## src/rtl/fetch_queue.sv

```systemverilog
// fetch_queue: instruction-fetch front end.
// Owns the fetch PC, drives a combinational instruction memory and buffers
// fetched {pc, inst} pairs in a DEPTH-entry circular queue. A downstream
// redirect flushes the queue and restarts fetch at the (word-aligned) target.
//
// Output handshake (valid/ready): an entry transfers on a rising edge where
// out_valid=1 and out_ready=1 (and no redirect). While out_valid=1 and
// out_ready=0 the out_* fields hold steady until the transfer, a redirect or
// Reset. out_ready with out_valid=0 is ignored. out_* read 0 when empty.
module fetch_queue #(
    parameter int DEPTH = 4
) (
    input  logic                       Clk,
    input  logic                       Reset,
    input  logic                       fetch_en,
    output logic [63:0]                imem_addr,
    output logic                       imem_req,
    input  logic [31:0]                imem_data,
    input  logic                       redirect,
    input  logic [63:0]                redirect_pc,
    output logic                       out_valid,
    input  logic                       out_ready,
    output logic [31:0]                out_inst,
    output logic [63:0]                out_pc,
    output logic [63:0]                out_pc4,
    output logic [$clog2(DEPTH):0]     count
);

    localparam int AW = $clog2(DEPTH);
    localparam int CW = AW + 1;
    localparam logic [CW-1:0] FULL_COUNT = CW'(DEPTH);

    // Architectural state
    logic [63:0]   fpc;
    logic [AW-1:0] rd_ptr;
    logic [AW-1:0] wr_ptr;
    logic [CW-1:0] count_q;

    // Entry storage; deliberately not reset, output gating hides stale data
    logic [63:0]   pc_mem   [DEPTH];
    logic [31:0]   inst_mem [DEPTH];

    // Transfer qualifiers
    logic          pop;
    logic          push;
    logic          not_full;
    logic [63:0]   head_pc;
    logic [31:0]   head_inst;

    // Pop/push decisions; a full queue that is popping this cycle can still
    // accept a new fetch, which keeps throughput at one per cycle.
    always_comb begin
        not_full  = (count_q != FULL_COUNT);
        pop       = out_valid & out_ready & ~redirect;
        push      = fetch_en & ~redirect & (not_full | pop);
    end

    // Head entry read and output gating
    always_comb begin
        head_pc   = pc_mem[rd_ptr];
        head_inst = inst_mem[rd_ptr];
        out_valid = (count_q != '0);
        out_pc    = out_valid ? head_pc : 64'd0;
        out_pc4   = out_valid ? (head_pc + 64'd4) : 64'd0;
        out_inst  = out_valid ? head_inst : 32'd0;
        imem_addr = fpc;
        imem_req  = push;
        count     = count_q;
    end

    // Pointer, occupancy and fetch-PC update; redirect overrides push/pop
    always_ff @(posedge Clk or posedge Reset) begin
        if (Reset) begin
            fpc     <= 64'd0;
            rd_ptr  <= '0;
            wr_ptr  <= '0;
            count_q <= '0;
        end else if (redirect) begin
            fpc     <= {redirect_pc[63:2], 2'b00};
            rd_ptr  <= '0;
            wr_ptr  <= '0;
            count_q <= '0;
        end else begin
            if (push) begin
                fpc    <= fpc + 64'd4;
                wr_ptr <= wr_ptr + AW'(1);
            end
            if (pop) begin
                rd_ptr <= rd_ptr + AW'(1);
            end
            case ({push, pop})
                2'b10:   count_q <= count_q + CW'(1);
                2'b01:   count_q <= count_q - CW'(1);
                default: count_q <= count_q;
            endcase
        end
    end

    // Entry write on push; pointer wrap is free because DEPTH is a power of two
    always_ff @(posedge Clk) begin
        if (push) begin
            pc_mem[wr_ptr]   <= fpc;
            inst_mem[wr_ptr] <= imem_data;
        end
    end

endmodule

```

## config.mk

```make
export PLATFORM = sky130hd
export DESIGN_NAME = fetch_queue
export DESIGN_NICKNAME = d
export VERILOG_FILES = /design/src/rtl/fetch_queue.sv
export SDC_FILE = /design/constraint.sdc
export NUM_CORES = 1
export LEC_CHECK = 0
export BUFFER_PORTS_ARGS = -buffer_cell sky130_fd_sc_hd__buf_4
export CORE_MARGIN = 3
export CORE_UTILIZATION = 42
export CTS_CLUSTER_SIZE = 30
export DETAILED_ROUTE_END_ITERATION = 8
export MAX_ROUTING_LAYER = met4
export PLACE_DENSITY = 0.6
export SYNTH_ARGS = -nofsm -noshare
export SYNTH_HDL_FRONTEND = slang
export SYNTH_SLANG_ARGS = --single-unit
```

## constraint.sdc

```tcl
create_clock -name Clk -period 11.3 [get_ports Clk]
set_clock_uncertainty 0.15 [all_clocks]
set_input_delay 1.13 -clock Clk [delete_from_list [all_inputs] [get_ports Clk]]
set_output_delay 1.13 -clock Clk [all_outputs]
set_load 0.01 [all_outputs]
```

Yosys cells after proc, flatten, opt, wreduce, memory -nomap -nowiden
Memory sizes are Yosys's and may differ from the RTL's.
Cells that the tools add are included.
{"block": "totals", "regBits": 71, "wordCells": 38, "mem_bits_rw": 384, "memories": 2}
{"block": "op_classes", "mux": 13, "n_bitwise": 6, "addsub": 6, "n_reduce_logical": 4, "n_eq_ne": 3}
{"name": "pc_mem", "words": 4, "word_bits": 64, "read_ports": 1, "rd_ports_with_merged_regs": 0, "write_ports": 1, "line_no": "40", "source": "logic [63:0] pc_mem [DEPTH];"}
{"name": "inst_mem", "words": 4, "word_bits": 32, "read_ports": 1, "rd_ports_with_merged_regs": 0, "write_ports": 1, "line_no": "41", "source": "logic [31:0] inst_mem [DEPTH];"}
{"operator": "two-way mux 64 bit", "n": 4}
{"operator": "adder 64 x 3 -> 64 bit (second input constant)", "n": 2}
{"operator": "two-way mux 32 bit", "n": 1}
{"operator": "two-way mux 2 bit", "n": 4}
{"operator": "case mux 3 bit (2 select lines)", "n": 1}
{"operator": "nonzero test 3 bit", "n": 2}
{"operator": "adder 2 x 1 -> 2 bit (second input constant)", "n": 2}
{"operator": "bitwise AND 1 bit", "n": 4}
{"operator": "nonzero test 2 bit", "n": 2}
{"operator": "adder 3 x 1 -> 3 bit (second input constant)", "n": 1}
{"operator": "two-way mux 3 bit", "n": 1}
{"operator": "!= test 3 bit (second input constant)", "n": 1}
{"operator": "subtractor 3 x 1 -> 3 bit (second input constant)", "n": 1}
{"operator": "== test 2 x 1 -> 1 bit (second input constant)", "n": 1}
{"operator": "== test 2 bit (second input constant)", "n": 1}
{"operator": "two-way mux 1 bit", "n": 2}
{"operator": "NOT 1 bit", "n": 1}
{"operator": "bitwise OR 1 bit", "n": 1}

Depth between registers and ports, before layout
Gate-level depths: netlist of run 1.
{"block": "depth", "depth_word": 8, "mapped_depth": 12}

Least setup slack after synthesis of run 1
Ideal clock, no wire load.
{"block": "synth_timing", "path_kind": "input to register", "startpoint": "input fetch_en", "endpoint": "memory inst_mem[0][0], enable pin", "stages": 4, "arrival_time_ns": 4.066, "path_slack_ns": 6.621, "t_required_ns": 10.687, "cell_sequence": "clkbuf_1 nand2_1 nor2_1 and2_1"}
{"block": "synth_between", "elab_chain_len": 4}
{"element": "start: declaration", "line_no": "15", "source": "input logic fetch_en,"}
{"element": "bitwise AND 1 bit (2 in a row)", "line_no": "55", "source": "push = fetch_en & ~redirect & (not_full | pop);"}
{"element": "named net imem_req", "line_no": "17", "source": "output logic imem_req,"}
{"element": "two-way mux 1 bit", "line_no": "101", "source": "if (push) begin"}
{"element": "two-way mux 1 bit (not written as such)", "line_no": "103", "source": "inst_mem[wr_ptr] <= imem_data;"}
{"element": "end: declaration", "line_no": "41"}
The timed path passes the listed nets, and every way through them passes these cells.

Worst setup path after layout of run 1
{"block": "layout_timing", "startpoint": "register rd_ptr[0]", "endpoint": "output out_pc4[60]"}
{"block": "layout_between", "elab_chain_len": 3}
{"element": "start: declaration", "line_no": "35", "source": "logic [AW-1:0] rd_ptr;"}
{"element": "start signal: assignment", "line_no": "89", "source": "rd_ptr <= rd_ptr + AW'(1);"}
{"element": "memory read (4 x 64 bit)"}
{"element": "adder 64 x 3 -> 64 bit", "line_no": "64", "source": "out_pc4 = out_valid ? (head_pc + 64'd4) : 64'd0;"}
{"element": "two-way mux 64 bit", "line_no": "64"}
{"element": "end: declaration", "line_no": "25", "source": "output logic [63:0] out_pc4,"}
No other way between the ends.

==> flow_summary_export.csv, run 1 <==
group,metric,value,unit
cts,cts_setup_buffers,0,
drt,viasPerCell,5.57,
cts,worstSkewPairLatency,570,ps
synthesis,yosys_most_used_dff,"edfxtp_1",
sta,final-hold-violation-count,0,
cts,cts-root-buf,"clkbuf_16",
die,die_y,224,um
finish,final_cells,2303,
worst_setup_path,path_cells,"buf_4 -> mux4_2 -> ha_1 -> nand4_2 -> nor3_2 -> buf_4 -> nand4_1 -> or4_1 -> a21oi_1 -> buf_4",
synthesis,netlist.area_leader.share,56.5,%
finish,nets,1765,
die,die_w,224,um
sta,post-route-min-period,6570,ps
synthesis,synth_area,20000,um^2
status,status,"finished clean",
synthesis,synth_area_leaders,"edfxtp_1 (56%), dfrtp_1 (8.6%), mux4_2 (8.6%)",
worst_hold_path,hold_depth,2,
cts,cts_tree,"built",
die,initial_core_util,42.8,%
worst_setup_path,worst_path_most_repeated_cell,"buf_4",
grt,grt_max_degree,74,
placed_design,gp_congestion,0.851,
drt,route.antenna.remaining_nets,0,
worst_setup_path,cp-start-kind,"register",
drt,first_pass_iters,5,
worst_hold_path,hold_end,"wr_ptr[1]",
worst_setup_path,worstRegToRegCells,5,
grt,grt_pass1_wl,80400,um
finish,finish.utilization,52.4,%
synthesis,synthesis.instances,1336,
cts,clk_pin_slew,60,ps
sta,worst_pin_slew,1290,ps
drt,drt_wl_total,54100,um
worst_setup_path,max_stage_delay,1090,ps
sta,worst_slack,4730,ps
die,core-area,46800,um^2
synthesis,seq_area_frac_synth,65.1,%
synthesis,yosys.area.top_type,"edfxtp_1",
sta,fin_tns_setup,0,ps
placed_design,hpwl,35900,um
worst_setup_path,critPathRequiredTime,10020,ps
power,power_density,178,nW/um^2
sta,rsz0062_at_grt,"false",
drt,drt_iter0_drc,990,
finish,mostFrequentLayoutCell,"edfxtp_1",
worst_setup_path,cp-end-kind,"primary output",
synthesis,synth_edf_count,376,
worst_setup_path,path_max_fanout,49,
cts,cts_inserted_buffers,46,
finish,area_growth,22.6,%
sta,slew_headroom,13.2,%
die,dieArea,50300,um^2
worst_setup_path,crit_buf_inv,3,
drt,wl_per_cell,23.5,um
worst_setup_path,reg2reg_to,"pc_mem[2][3]",
sta,setup_viol,0,
cts,cts_max_level,2,
worst_hold_path,holdCritPathClass,"reg2reg",
placed_design,placedCellCount,2216,
synthesis,synth_cell_types,61,
worst_setup_path,cp_slowest_cell,"dfrtp_4",
drt,drc_errors,0,
die,io_pins,330,
drt,vias,12822,
sta,fmax,0.152,GHz
cts,cts_buffer_depth,3,
worst_setup_path,path_class,"reg2out",
finish,fill_cells,3972,
worst_setup_path,cpLargestDelayFamily,"simple AND/OR/NAND/NOR gates",
grt,antenna_found_initial,0,
power,leakage,8.76,nW
job,cap_violations,0,
placed_design,io_buffers,321,
finish,drive_gt1_share,30.4,%
synthesis,synth-seq-cells,445,
synthesis,synth_warnings,0,
grt,first_global_vias,12746,
placed_design,dp_slack,5170,ps
cts,cts_sinks,445,
sta,drv_slew,0,
sta,fin_crit_sh,58.1,%
finish,final_cell_mix,"edfxtp_1 (376), buf_4 (336), nand2_1 (102), and2_1 (95), o21ai_0 (79)",
grt,grt_overflow,0,
cts,cts_hold_buf,0,
worst_setup_path,regToRegSetupSlack,7780,ps
worst_setup_path,r2r_start,"count[0]",
synthesis,async_flop_share,15.5,%
synthesis,syn-mean-instance-area,15.0,um^2
die,rows,79,
worst_hold_path,worstHoldStart,"wr_ptr[1]",
grt,grt.total_usage,21.9,%
power,peakVddDrop,0.0894,mV
cts,cts_resized,0,
worst_setup_path,arrival,5290,ps
==> worst max path at each step <==
| stage | end | startpoint | slack, ps | cells past startpoint |
|---|---|---|---|---|
| floorplan | inst_mem[0][0] | fetch_en | 6620 | 4 |
| global placement | out_pc4[54] | rd_ptr[0] | 5180 | 9 |
| detailed placement | out_pc4[54] | rd_ptr[0] | 5170 | 9 |
| CTS | out_pc4[54] | rd_ptr[0] | 4500 | 9 |
| global route | out_pc4[60] | rd_ptr[0] | 4330 | 10 |
| finish | out_pc4[60] | rd_ptr[0] | 4730 | 10 |
==> power breakdown <==
group          total (mW)  leakage [nW]  internal (mW)  switching, mW
registers            1.96          4.28           1.86         0.0906
logic               0.841          3.71          0.383          0.458
clock network        1.56         0.766          0.934          0.625
total                4.35          8.76           3.18           1.17
==> through the flow <==
step	hold slack, ps	instance area [um^2]	power, mW
6_report	448	24500	4.35
5_1_grt	456	24500	4.53
4_1_cts	441	24500	4.41
3_5_place_dp	429	22900	2.84
3_3_place_gp	402	22900	2.83
2_1_floorplan	393	20000	2.43
==> sequential cells by signal, indices dropped and copies added (netlist names) <==
name / count
pc_mem: 248
inst_mem: 128
imem_addr: 62
count: 3
rd_ptr: 2
wr_ptr: 2
==> tightest hold or removal path, cell delays in order, from the launching register on <==
cell and delay [ps]:
dfrtp_1 420, nand2_1 80, a21oi_1 60
==> synth_stat cells (4+ instances only) <==
library cell and count:
mux4_2 76, nor2_1 66, a21oi_1 26, buf_2 8
buf_4 9, buf_6 4, buf_12 4, inv_1 17
nand4_2 5, dfrtp_1 69, clkbuf_1 40, nand4_1 45
ha_1 6, xor2_1 61, or3_1 18, and2_1 99
or4_1 5, o21ai_0 79, nand3_1 50, xnor2_1 42
and4_1 11, nor4_1 16, nand2_1 102, edfxtp_1 376
mux4_1 18, and3_1 23, nor3_1 17
==> layout make-up <==
class	count	area (um^2)	share of cell area [%]
timing repair buffer	336	2520	10.3
tap	607	759	3.10
clock buffer	66	1330	5.41
clock inverter	20	251	1.03
inverter	17	65.1	0.265
multi-input combinational	811	6560	26.8
sequential	445	13000	53.1
antenna	1	2.50	0.0102
==> kinds of logic after synthesis <==
kind of cell | Yosys count | share of synthesized area, %
AND/OR/NAND/NOR | 485 | 13.6
multiplexers | 96 | 11.0
other | 1 | 0.0188
adder cells (fa/ha/maj) | 7 | 0.476
flip-flops | 445 | 65.1
buffers and inverters | 85 | 2.29
AO/OA/AOI/OAI | 114 | 2.97
XOR/XNOR | 103 | 4.51
==> per-layer routing <==
metal  track usage [%]  share of wire [%]
met4              6.48                2.6
met3              3.30                5.2
met2              33.7                 48
met1              30.5                 45
met5                 -                  0
Note: power is estimated with default switching activity, not from simulation.
==> inputs of run 2 (changes only) <==
Settings changed: PLACE_DENSITY 0.6 to 0.63.
Clock period 11.3 ns to 5.7 ns, I/O delays scaled along.
==> run 2 against run 1 <==
Net effect:
- register-to-register slack lost 5500 ps
- design area up 0.57%
- routed wire length rose by 1.4%
- die area unchanged
- largest power group unchanged
==> flow_summary_export.csv, run 2 (synthesis results as in run 1) <==
group,metric,value,unit
finish,final_cell_mix,"edfxtp_1 (376), buf_4 (347), nand2_1 (102), and2_1 (95), o21ai_0 (79)",
worst_setup_path,arrival,4440,ps
finish,area_growth,23.3,%
sta,drv_slew,0,
finish,largest_register,"pc_mem",
worst_setup_path,critPathRequiredTime,4980,ps
die,rows,79,
cts,cts_max_level,2,
job,cap_violations,0,
finish,mostFrequentLayoutCell,"edfxtp_1",
die,core-area,46800,um^2
drt,drc_errors,0,
power,power_density,352,nW/um^2
grt,use_met1,29.8,%
finish,largest_reg_flops,248,
die,initial_core_util,42.8,%
drt,wl_per_cell,23.7,um
worst_hold_path,holdCritPathClass,"in2reg",
sta,fin_tns_setup,0,ps
drt,first_pass_iters,6,
finish,fill_cells,3908,
grt,antenna_found_initial,1,
sta,rsz0062_at_grt,"false",
placed_design,gp_congestion,0.862,
drt,vias,13050,
grt,grt_max_degree,70,
cts,cts_resized,0,
die,io_pins,330,
finish,final_cells,2316,
cts,clk_pin_slew,60,ps
sta,fin_crit_sh,90.5,%
drt,drt_wl_total,54900,um
status,status,"finished clean",
worst_setup_path,cp-start-kind,"register",
sta,post-route-min-period,5160,ps
grt,grt.total_usage,22.3,%
drt,viasPerCell,5.63,
cts,cts_inserted_buffers,47,
cts,cts_sinks,445,
drt,route.antenna.remaining_nets,0,
die,dieArea,50300,um^2
sta,final-hold-violation-count,0,
drt,drt_iter0_drc,1033,
cts,cts-root-buf,"clkbuf_16",
power,peakVddDrop,0.194,mV
die,die_w,224,um
worst_setup_path,cp-end-kind,"primary output",
die,die_y,224,um
sta,slew_headroom,30.8,%
sta,worst_pin_slew,1040,ps
worst_setup_path,path_class,"reg2out",
placed_design,io_buffers,321,
sta,setup_viol,0,
worst_setup_path,path_max_fanout,36,
cts,cts_tree,"built",
grt,grtUsageMet2,36.1,%
power,leakage,8.86,nW
finish,nets,1778,
grt,first_global_vias,13163,
grt,grt_busiest_layer,"met2",
placed_design,hpwl,37000,um
finish,drive_gt1_share,31.1,%
cts,worstSkewPairLatency,570,ps
grt,met3_usage,3.55,%
placed_design,placedCellCount,2227,
grt,grt_overflow,0,
cts,cts_buffer_depth,3,
sta,fmax,0.194,GHz
grt,grt_pass1_wl,82300,um
## run 2: final cells by class
cell class                 instances  area [um^2]  area share [%]
tap                              607          759            3.08
clock inverter                    17          146           0.594
antenna                            1         2.50          0.0102
sequential                       445        13000            52.8
timing repair buffer             348         2620            10.6
inverter                          17         65.1           0.264
clock buffer                      70         1480            6.00
multi-input combinational        811         6560            26.6
## run 2: per-layer routing
layer  share of wire, %  wire [um]
met3                6.7       3680
met2                 50      27200
met1                 42      23000
met4                1.9       1020
met5                  0          0
## run 2: repair_timing
action	4_1_cts	5_1_grt
endpoints found under the hold margin	4	0
setup endpoints to repair	0	0
hold buffers	1	0
buffers inserted	0	0
## run 2: worst max-delay path, stage by stage, from the launching register on
cell     delay, ps
dfrtp_4        920
mux4_1         540
nand4_2        310
nor3_2         690
nand4_1        500
or4_1          540
a21oi_1        190
buf_4          150
## run 2: final timing paths
check / to / slack, ps / from / depth (start not counted)
setup / recovery: out_pc4[60] / 540 / rd_ptr[0] / 7
hold / removal: imem_addr[35] / 50 / redirect_pc[35] / 3
setup reg to reg: pc_mem[3][13] / 2270 / count[1] / 5
hold reg to reg: pc_mem[3][63] / 430 / imem_addr[63] / 0
max in group asynchronous: imem_addr[63] / 3910 / Reset / 4
min in group asynchronous: imem_addr[7] / 260 / Reset / 3
## run 2: power by group
part | switching [mW] | total (mW) | internal [mW]
registers | 0.170 | 3.87 | 3.70
clock network | 1.25 | 3.14 | 1.89
logic | 0.916 | 1.68 | 0.766
## run 2: per-stage QoR
step | hold WS (ps) | power [mW] | cell area (um^2) | setup WS [ps] | util, %
after floorplan | 393 | 4.82 | 20000 | 1580 | -
after global routing | 26.7 | 9.03 | 24700 | 256 | 52.7
final | 51.8 | 8.68 | 24700 | 544 | 52.7
after detailed placement | 293 | 5.63 | 23000 | 1110 | 49.2
after global placement | 291 | 5.61 | 23000 | 1200 | 49.2
after CTS | 15.6 | 8.77 | 24600 | 470 | 52.7
==> inputs of run 3 (changes only) <==
Settings changed: RECOVER_POWER set to 50.
==> run 3 against run 2 <==
Net effect:
- the flow now finishes with violations (max-capacitance violations, max-slew violations)
- via count up 0.29%
- design area fell by 1.6%
- setup slack improved by 11 ps
- sequential share of layout area is 0.84 points higher
- largest cell class unchanged
==> flow_summary_export.csv, run 3 (synthesis results as in run 1) <==
group,metric,value,unit
status,status,"finished with violations",
status,violations,"max-capacitance violations, max-slew violations",
finish,area_growth,21.4,%
drt,route.antenna.remaining_nets,0,
die,initial_core_util,42.8,%
drt,wl_per_cell,23.7,um
placed_design,gp_congestion,0.862,
worst_hold_path,worstHoldStart,"redirect_pc[35]",
grt,first_global_vias,13163,
die,die_y,224,um
cts,worstSkewPairLatency,570,ps
drt,drc_errors,0,
grt,grt_overflow,0,
die,rows,79,
worst_setup_path,critPathRequiredTime,4980,ps
worst_setup_path,path_max_fanout,36,
drt,drt_iter0_drc,953,
sta,final-hold-violation-count,0,
worst_hold_path,holdCritPathClass,"in2reg",
power,peakVddDrop,0.194,mV
sta,fin_crit_sh,90.3,%
worst_setup_path,cp-start-kind,"register",
finish,largest_reg_flops,248,
sta,whs,51.3,ps
drt,viasPerCell,5.65,
grt,grt_max_degree,70,
cts,cts_max_level,2,
cts,cts_resized,0,
die,io_pins,330,
grt,grt_pass1_wl,82300,um
power,pwr-share-seq,44.8,%
cts,cts_inserted_buffers,47,
finish,mostFrequentLayoutCell,"edfxtp_1",
sta,worst_pin_slew,2870,ps
sta,post-route-min-period,5150,ps
power,power_switching,2.32,mW
finish,largest_register,"pc_mem",
finish,final_cells,2316,
power,comb_power_share,18.9,%
power,swShare,26.9,%
sta,drv_slew,135,
worst_setup_path,path_class,"reg2out",
placed_design,placedCellCount,2227,
placed_design,io_buffers,321,
power,clkPwrFrac,36.3,%
finish,final_cell_mix,"edfxtp_1 (376), buf_4 (246), clkbuf_1 (107), nand2_1 (102), and2_1 (95)",
drt,first_pass_iters,5,
die,dieArea,50300,um^2
power,finalPower,8.64,mW
power,power_density,356,nW/um^2
finish,nets,1778,
sta,setup_viol,0,
sta,slew_headroom,-91.5,%
grt,antenna_found_initial,1,
sta,rsz0062_at_grt,"false",
die,core-area,46800,um^2
worst_setup_path,cp-end-kind,"primary output",
die,die_w,224,um
worst_setup_path,setup.worst_path.start,"rd_ptr[0]",
worst_setup_path,r2r_start,"count[1]",
power,internal_power,6.31,mW
cts,cts_sinks,445,
placed_design,hpwl,37000,um
cts,cts_buffer_depth,3,
sta,fin_tns_setup,0,ps
finish,fill_cells,4011,
cts,cts_tree,"built",
grt,grt.total_usage,22.3,%
drt,drt_wl_total,54800,um
worst_setup_path,arrival,4430,ps
cts,cts-root-buf,"clkbuf_16",
sta,fmax,0.194,GHz
drt,vias,13088,
job,cap_violations,2,
power,leakage,8.48,nW
finish,drive_gt1_share,25.2,%
cts,clk_pin_slew,60,ps
run 3: changes by cell type in the layout (fill, tap and decap cells not counted), sizes merged:
cell	before	now
buf	347	246
clkbuf	70	171
clkinv	13	12
clkinvlp	1	2
run 3: path summary, 6_finish.rpt:
path | depth (start not counted) | slack (ps) | to
setup / recovery | 7 | 550 | out_pc4[60]
hold / removal | 3 | 50 | imem_addr[35]
setup reg to reg | 5 | 1820 | pc_mem[3][13]
hold reg to reg | 0 | 420 | pc_mem[3][63]
max in group asynchronous | 4 | 3810 | imem_addr[63]
min in group asynchronous | 3 | 310 | imem_addr[7]
run 3: per-stage QoR:
step,setup slack [ps],cell area (um^2),util [%]
6_report,555,24300,51.9
3_3_place_gp,1200,23000,49.2
4_1_cts,470,24600,52.7
5_1_grt,195,24300,51.9
3_5_place_dp,1110,23000,49.2
2_1_floorplan,1580,20000,-
run 3: layout make-up:
cell class	count	area, um^2	share of cell area (%)
sequential	445	13000	53.7
tap	607	759	3.13
antenna	1	2.50	0.0103
clock buffer	70	1480	6.09
timing repair buffer	348	2240	9.23
inverter	17	65.1	0.268
clock inverter	17	146	0.603
multi-input combinational	811	6550	27.0
run 3: what timing repair did:
action	4_1_cts	5_1_grt
hold endpoints to repair	4	0
setup buffers	0	0
hold buffers	1	0
run 3: per-layer routing:
layer	up-vias	track usage, %	part of all wire [%]
li1	5793	-	-
met1	6703	29.8	42
met2	509	36.1	49
met3	83	3.55	6.8
met4	0	5.76	1.9
met5	-	-	0
run 3: power groups by stage:
| stage | Sequential (mW) | Combinational, mW | Clock, mW |
|---|---|---|---|
| floorplan | 3.88 | 0.949 | 0 |
| global placement | 3.92 | 1.68 | 0 |
| detailed placement | 3.94 | 1.70 | 0 |
| CTS | 3.87 | 1.70 | 3.20 |
| global route | 3.89 | 1.77 | 3.33 |
| finish | 3.87 | 1.64 | 3.13 |
run 3: critical path: stages (launching register included):
cell and delay (ps):
dfrtp_4 910, mux4_1 540, nand4_2 300, nor3_2 680
nand4_1 500, or4_1 540, a21oi_1 200, buf_4 160
